### config.mk
export PLATFORM = sky130hd
export DESIGN_NAME = grostl_inv_sub_bytes_seq_m
export DESIGN_NICKNAME = d
export VERILOG_FILES = /design/src/rtl/grostl_inv_sub_bytes_seq_m.sv
export SDC_FILE = /design/constraint.sdc
export NUM_CORES = 1
export LEC_CHECK = 0
export CAP_MARGIN = 20
export CORE_MARGIN = 10
export CORE_UTILIZATION = 35
export DETAILED_ROUTE_END_ITERATION = 6
export DONT_BUFFER_PORTS = 1
export SLEW_MARGIN = 20
export SYNTH_ARGS = -nofsm -noshare
export SYNTH_HDL_FRONTEND = slang
export SYNTH_SLANG_ARGS = --single-unit
### constraint.sdc
create_clock -name clk -period 17.3 [get_ports clk]
set_input_delay 3.46 -clock clk [delete_from_list [all_inputs] [get_ports clk]]
set_output_delay 3.46 -clock clk [all_outputs]
set_load 0.05 [all_outputs]
### src/rtl/grostl_inv_sub_bytes_seq_m.sv
// rtl/grostl_inv_sub_bytes_seq_m.sv - masked inverse SubBytes over 8 bytes, one shared S-box
// The S-box sees a byte unmasked only combinationally; every register holds masked data or masks.

module bsbox (
  input  logic       encrypt,
  input  logic [7:0] a,
  output logic [7:0] q
);

  function automatic logic [7:0] gf_mul(input logic [7:0] x, input logic [7:0] y);
    logic [7:0] p;
    logic [7:0] b;
    p = 8'h00;
    b = x;
    for (int i = 0; i < 8; i++) begin
      if (y[i]) p = p ^ b;
      b = {b[6:0], 1'b0} ^ (b[7] ? 8'h1B : 8'h00);
    end
    return p;
  endfunction

  // x^254 equals the multiplicative inverse in GF(2^8), and maps 0 to 0
  function automatic logic [7:0] gf_inv(input logic [7:0] x);
    logic [7:0] s;
    logic [7:0] r;
    s = x;
    r = 8'h01;
    for (int i = 1; i < 8; i++) begin
      s = gf_mul(s, s);
      r = gf_mul(r, s);
    end
    return r;
  endfunction

  function automatic logic [7:0] aff_fwd(input logic [7:0] x);
    logic [7:0] b;
    for (int i = 0; i < 8; i++)
      b[i] = x[i] ^ x[(i + 4) % 8] ^ x[(i + 5) % 8] ^ x[(i + 6) % 8] ^ x[(i + 7) % 8];
    return b ^ 8'h63;
  endfunction

  function automatic logic [7:0] aff_inv(input logic [7:0] x);
    logic [7:0] b;
    for (int i = 0; i < 8; i++)
      b[i] = x[(i + 2) % 8] ^ x[(i + 5) % 8] ^ x[(i + 7) % 8];
    return b ^ 8'h05;
  endfunction

  logic [7:0] pre;
  logic [7:0] inv_v;

  always_comb begin
    pre   = encrypt ? a : aff_inv(a);
    inv_v = gf_inv(pre);
    q     = encrypt ? aff_fwd(inv_v) : inv_v;
  end

endmodule

module grostl_inv_sub_bytes_seq_m (
  input  logic        clk,
  input  logic        reset,
  input  logic        in_valid,
  output logic        in_ready,
  input  logic [63:0] din,
  input  logic [63:0] imask,
  input  logic [63:0] omask,
  output logic        out_valid,
  input  logic        out_ready,
  output logic [63:0] dout,
  output logic        busy
);

  typedef enum logic [1:0] {IDLE, RUN, DONE} state_t;

  state_t      state;
  state_t      state_nxt;
  logic [2:0]  idx;
  logic [63:0] din_r;
  logic [63:0] imask_r;
  logic [63:0] omask_r;
  logic [5:0]  bit_lo;
  logic [7:0]  sbox_in;
  logic [7:0]  sbox_out;

  // byte 0 sits in the top bits, so byte idx starts at bit 8*(7-idx)
  assign bit_lo  = {3'd7 - idx, 3'b000};
  assign sbox_in = din_r[bit_lo +: 8] ^ imask_r[bit_lo +: 8];

  bsbox u_bsbox (
    .encrypt (1'b0),
    .a       (sbox_in),
    .q       (sbox_out)
  );

  always_ff @(posedge clk) begin
    if (reset) state <= IDLE;
    else       state <= state_nxt;
  end

  always_comb begin
    state_nxt = state;
    in_ready  = 1'b0;
    out_valid = 1'b0;
    busy      = 1'b0;
    case (state)
      IDLE: begin
        in_ready = 1'b1;
        if (in_valid) state_nxt = RUN;
      end
      RUN: begin
        busy = 1'b1;
        if (idx == 3'd7) state_nxt = DONE;
      end
      DONE: begin
        busy      = 1'b1;
        out_valid = 1'b1;
        if (out_ready) state_nxt = IDLE;
      end
      default: state_nxt = IDLE;
    endcase
  end

  always_ff @(posedge clk) begin
    if (reset) begin
      idx     <= 3'd0;
      din_r   <= 64'h0;
      imask_r <= 64'h0;
      omask_r <= 64'h0;
      dout    <= 64'h0;
    end else if (state == IDLE && in_valid) begin
      idx     <= 3'd0;
      din_r   <= din;
      imask_r <= imask;
      omask_r <= omask;
    end else if (state == RUN) begin
      dout[bit_lo +: 8] <= sbox_out ^ omask_r[bit_lo +: 8];
      if (idx != 3'd7) idx <= idx + 3'd1;
    end
  end

endmodule

Word-level counts from Yosys, hierarchy flattened
Index checks and enable logic that the tools add are counted.
{"block": "totals", "ff_bits": 261, "in_bits": 196}
{"block": "op_classes", "n_addsub": 3, "eq_ne": 7, "shift": 5, "mux": 211, "bitwise_logic": 209, "n_reduce_logical": 7}
{"operator": "XOR 8 bit", "n": 184}
{"operator": "2-to-1 mux 8 bit", "n": 105}
{"operator": "2-to-1 mux 5 bit", "n": 92}
{"operator": "indexed part select 64 x 7 -> 8 bit", "n": 3}
{"operator": "bitwise mux 64 bit", "n": 1}
{"operator": "variable shift 8 x 8 -> 64 bit (first input constant)", "n": 1}
{"operator": "indexed part select 8 x 8 -> 64 bit", "n": 1}
{"operator": "XOR 1 bit", "n": 16}
{"operator": "2-to-1 mux 2 bit", "n": 4}
{"operator": "negation 6 -> 8 bit", "n": 1}
{"operator": "2-to-1 mux 7 bit", "n": 1}
{"operator": "NOT 1 bit (first input constant)", "n": 7}
{"operator": "2-to-1 mux 6 bit", "n": 1}
{"operator": "inequality test 2 bit (second input constant)", "n": 3}
{"operator": "one-hot mux 2 bit (3 select lines)", "n": 1}
{"operator": "2-to-1 mux 1 bit", "n": 4}
{"operator": "2-to-1 mux 4 bit", "n": 1}
{"operator": "AND reduction 2 bit", "n": 2}
{"operator": "OR reduction 2 bit", "n": 2}
{"operator": "adder 3 x 1 -> 3 bit (second input constant)", "n": 1}
{"operator": "== test 3 bit (second input constant)", "n": 1}
{"operator": "2-to-1 mux 3 bit", "n": 1}
{"operator": "inequality test 3 bit (second input constant)", "n": 1}
{"operator": "AND reduction 3 bit", "n": 1}
{"operator": "other kinds (7)", "n": 7}

Depth between registers and ports, before layout
{"block": "depth", "ltp_word": 135, "depth_mapped": 72, "mapped_depth_nobuf": 57}

Modules after synthesis
A second synthesis with hierarchy kept.
{"block": "unflattened", "hier_cells": 3560, "area_unflattened_um2": 28107.0}
{"mod": "bsbox", "n_inst": 1, "cells_each": 2205, "area_each_um2": 16105.4}
{"mod": "grostl_inv_sub_bytes_seq_m", "n_inst": 1, "cells_each": 1355, "area_each_um2": 12001.5}

Least setup slack after synthesis
Ideal clock, no wire load.
{"block": "synth_timing", "kind": "register to register", "start": "reg idx[0]", "end": "reg dout[13]", "setup_ns": 0.117, "t_arrival_ns": 15.695, "required_time_ns": 17.183, "path_slack_ns": 1.488, "path_stages_with_launch": 61, "n_path_buf": 7, "synth_period_minus_slack_ns": 15.812, "cell_sequence": "dfxtp_1 -> buf_6 -> buf_12 -> mux4_2 -> mux2i_1 -> nand4_2 -> and2_1 -> buf_6 -> xnor3_2 -> inv_2 -> ha_1 -> clkbuf_1 -> nor4bb_2 -> a211oi_4 -> xnor2_4 -> ha_1 -> clkbuf_1 -> xnor3_1 -> (+25 left out) -> xnor2_2 -> xnor3_1 -> nor2_1 -> xnor3_2 -> xor2_2 -> xnor3_1 -> xnor2_1 -> mux2_2 -> a22oi_1 -> xnor3_1 -> buf_2 -> xnor3_1 -> xor2_1 -> nor2_1 -> xnor3_1 -> xnor2_1 -> xnor3_2 -> a22o_1"}
{"block": "synth_via", "elab_chain_cells": 133}
{"item": "from (decl)", "line": "78", "text": "logic [2:0] idx;"}
{"item": "from (signal assigned)", "line": "138", "text": "if (idx != 3'd7) idx <= idx + 3'd1;"}
{"item": "subtractor 3 bit (*)", "line": "87", "text": "assign bit_lo = {3'd7 - idx, 3'b000};"}
{"item": "indexed part select 64 x 7 -> 8 bit", "line": "88", "text": "assign sbox_in = din_r[bit_lo +: 8] ^ imask_r[bit_lo +: 8];"}
{"item": "XOR 8 bit", "line": "88"}
{"item": "XOR 1 bit (2 in a row)", "line": "45", "text": "b[i] = x[(i + 2) % 8] ^ x[(i + 5) % 8] ^ x[(i + 7) % 8];"}
{"item": "NOT 2 bit (no source line)"}
{"item": "2-to-1 mux 8 bit", "line": "16", "text": "if (y[i]) p = p ^ b;"}
{"item": "XOR 8 bit", "line": "16"}
{"item": "2-to-1 mux 8 bit", "line": "16"}
{"item": "(+116 left out)"}
{"item": "2-to-1 mux 8 bit", "line": "16"}
{"item": "XOR 8 bit", "line": "16"}
{"item": "2-to-1 mux 8 bit", "line": "16"}
{"item": "XOR 8 bit", "line": "16"}
{"item": "2-to-1 mux 8 bit", "line": "16"}
{"item": "XOR 8 bit", "line": "137", "text": "dout[bit_lo +: 8] <= sbox_out ^ omask_r[bit_lo +: 8];"}
{"item": "indexed part select 8 x 8 -> 64 bit", "line": "137"}
{"item": "bitwise mux 64 bit (*)", "line": "137"}
{"item": "to (signal, indexed assignment)", "line": "137"}
{"item": "to (decl)", "line": "70", "text": "output logic [63:0] dout,"}
Mark *: on every way between the ends. The rest lies on a longest branch, timed or not.
A chain may end at the register's enable or synchronous reset.

Final worst setup path
Ends and elaborated chain as after synthesis.

==> metrics.md <==
| Metric | Value |
|---|---|
| Status | finished clean |
| Initial cell density of the core | 35.2% |
| Critical path required time | 17.78 ns |
| Fmax achieved | 61.0 MHz |
| CP Class | flip-flop to flip-flop |
| Synthesized flop and latch total | 261 |
| Initial antenna violation count | 3 |
| Netlist cell types | 103 |
| Reg-to-reg slack, setup | 0.91 ns |
| Sink Count | 261 |
| Largest net degree at the start of global routing | 216 |
| GR Util met1 | 26.4% |
| Max-Slew Margin vs Limit | 26.9% |
| Mapped cell area | 26,700 sq um |
| Post-synth EDFFs | 0 |
| Most frequent cells in the layout | nand2_1, xnor2_1, nor2_1 |
| Syn_area_per_cell | 8.02 sq um |
| TritonCTS buffer count | 30 |
| Met3 Track Usage GR | 4.84% |
| Synth Warn # | 0 |
| DRC viols | 0 |
| P&R area growth vs syn | 10.8% |
| Gr busiest metal | met2 |
| Crit path buf inv count | 5 |
| Crit-path max cell delay | 0.58 ns |
| Clk_skew | 0.0207 ns |
| Port bufs | 0 |
| Final setup viols | 0 |
| ANT nets after route | 0 |
| Share of cells above drive strength 1 | 13.2% |
| Fin. max-slew vios | 0 |
| CP max FO | 28 |
| CTS HTree Levels | 1 |
| Post-synth top flop | dfxtp_1 |
| Average wire per standard cell | 20.6 um |
| Slowest CP cell | xnor3_2 |
| Slew @ Worst Pin | 1.09 ns |
| Clk Latency, worst-skew pair | 0.60 ns |
| DIE AREA | 87,600 sq um |
| Grt met2 use | 30.6% |
| DP Area | 28,100 sq um |
| Final weighted congestion in routability-driven placement | 0.905 |
| Total negative slack | 0 ns |
| GRT Total Usage | 19.4% |
| Max_cap viols | 0 |
| Vias per cell | 5.53 |
| Total gr overflow | 0 |
| Design Area, Final | 29,500 sq um |
| Number of antenna repair diodes | 0 |
| CTS Root Buffer Type | clkbuf_16 |
| Via count | 23,700 |
| CP Launch Type | flip-flop |
| CP dominant cell by count | xnor3_1 |
| Die Wd | 296 um |
| Die Ht | 296 um |
| Clock transition at path regs | 0.06 ns |
| Vias in the first global route | 22,200 |
| Io pins | 263 |
| Hold slack final | 0.445 ns |
| First-pass GRT wire length | 136,000 um |
| Tcrit/Tclk final | 94.8% |
| Kind of end point of the critical path | flip-flop |
| TritonCTS clock tree | done |
| Mapped Cells | 3,323 |
| Total iterations of the first detailed-routing run | 6 |
| Row Count | 101 |
| Setup repair after global routing missed its margin | no |
| Hold_buf cts | 0 |
| Hold Path Class | flip-flop to flip-flop |
| DP HPWL | 66,200 um |
| Final wirelength | 88,400 um |
| FFs w/ async S/R, synth | 0% |
| Critical path's top delay family | XOR/XNOR gates |
| DRC marker count from the first detailed-route iteration | 2,165 |
| Most common cell after layout, fill and taps aside | nand2_1 |
| Post-route minimum period | 16.39 ns |
| Hold Fails Final Rpt | 0 |
| Post-synthesis sequential area ratio | 19.6% |
| Worst Path Arrival | 16.88 ns |
| Net Count, Synth | 3,535 |
| Clock tree buffer depth | 3 |
| Core area | 75,700 sq um |
| Final #Nets | 3,499 |
what timing repair did:
item                                    CTS  global route
endpoints found under the setup margin   16            64
buffers inserted                          0            13
pin swaps                                 0             5
resized for setup                         1            38
worst paths after layout:
path,from,to,cells past startpoint
worst min register to register,omask_r[40],omask_r[40],2
worst max register to register,idx[0],dout[13],53
worst max-delay path,idx[0],dout[13],53
worst min-delay path,omask_r[40],omask_r[40],2
cell families (layout without fill, tap and decap cells):
kind of cell / Yosys count / after routing / share of synthesized area (%)
and+or+nand+nor: 1206 / 1206 / 19.1
xor gates and xnor gates: 673 / 673 / 30.7
DFF: 261 / 261 / 19.6
buffers and inverters: 261 / 249 / 4.24
AOI/OAI and AO/OA: 741 / 741 / 18.0
adders and majority gates: 20 / 20 / 0.901
muxes: 161 / 161 / 7.41
flip-flops by register name (all words and copies together), names as in the netlist:
register and cells:
din_r 64, dout 64, idx 3, imask_r 64, omask_r 64, state 2
cells in the mapped netlist (all sizes together), types with 14 or more instances:
cell / instances / area (sq um)
o22ai: 20 / 125
nor4: 22 / 138
nor3: 63 / 320
nand3: 67 / 340
nand4: 14 / 93.8
and2: 21 / 131
mux2i: 118 / 1200
nor2: 365 / 1390
or3: 20 / 125
a22oi: 37 / 278
nand2: 574 / 2160
o211ai: 35 / 273
a31oi: 30 / 188
a22o: 58 / 508
inv: 26 / 97.6
a211oi: 29 / 255
a21oi: 309 / 1560
buf: 81 / 454
ha: 16 / 200
xnor3: 97 / 2200
xor2: 116 / 1190
xnor2: 447 / 4470
mux4: 26 / 586
mux2: 17 / 191
o21ai: 95 / 487
clkbuf: 153 / 574
dfxtp: 261 / 5230
nor2b: 14 / 87.6
per-stage QoR:
stage                     setup slack (ns)  utilization (%)  cells
after global routing                0.0831             39.0   4289
after CTS                            0.165             38.6   4276
after floorplan                       1.49                -   3323
after detailed placement           0.00974             37.1   4220
final                                0.906             39.0   4289
after global placement               0.247             37.1   4220
worst register-to-register path: cells and delay by family, from the launching register on:
| family | cells | cell delay [ns] |
|---|---|---|
| XOR/XNOR | 28 | 10.12 |
| AND/OR/NAND/NOR | 10 | 1.84 |
| AO/OA/AOI/OAI | 6 | 1.33 |
| buffers and inverters | 5 | 0.97 |
| adder cells (fa/ha/maj) | 2 | 0.92 |
| multiplexers | 2 | 0.67 |
| flip-flops | 1 | 0.42 |
cell type report:
class / instances / area, sq um
Clock buffer: 42 / 896
Timing Repair Buffer: 166 / 1260
Sequential cell: 261 / 5230
Clock inverter: 14 / 216
Tap cell: 978 / 1220
Inverter: 27 / 101
Multi-Input combinational cell: 2801 / 20600
Fill cell: 7758 / 46200
metal layers:
layer | part of all wire, % | wire (um) | vias up
met1 | 44 | 39200 | 11200
met5 | 0.020 | 18 | -
met4 | 2.1 | 1830 | 2
met3 | 8.8 | 7780 | 107
met2 | 45 | 39600 | 900
li1 | - | - | 11500
Power is not shown: default switching activity piles up to over one toggle a cycle in this logic, so the estimate is an artifact.
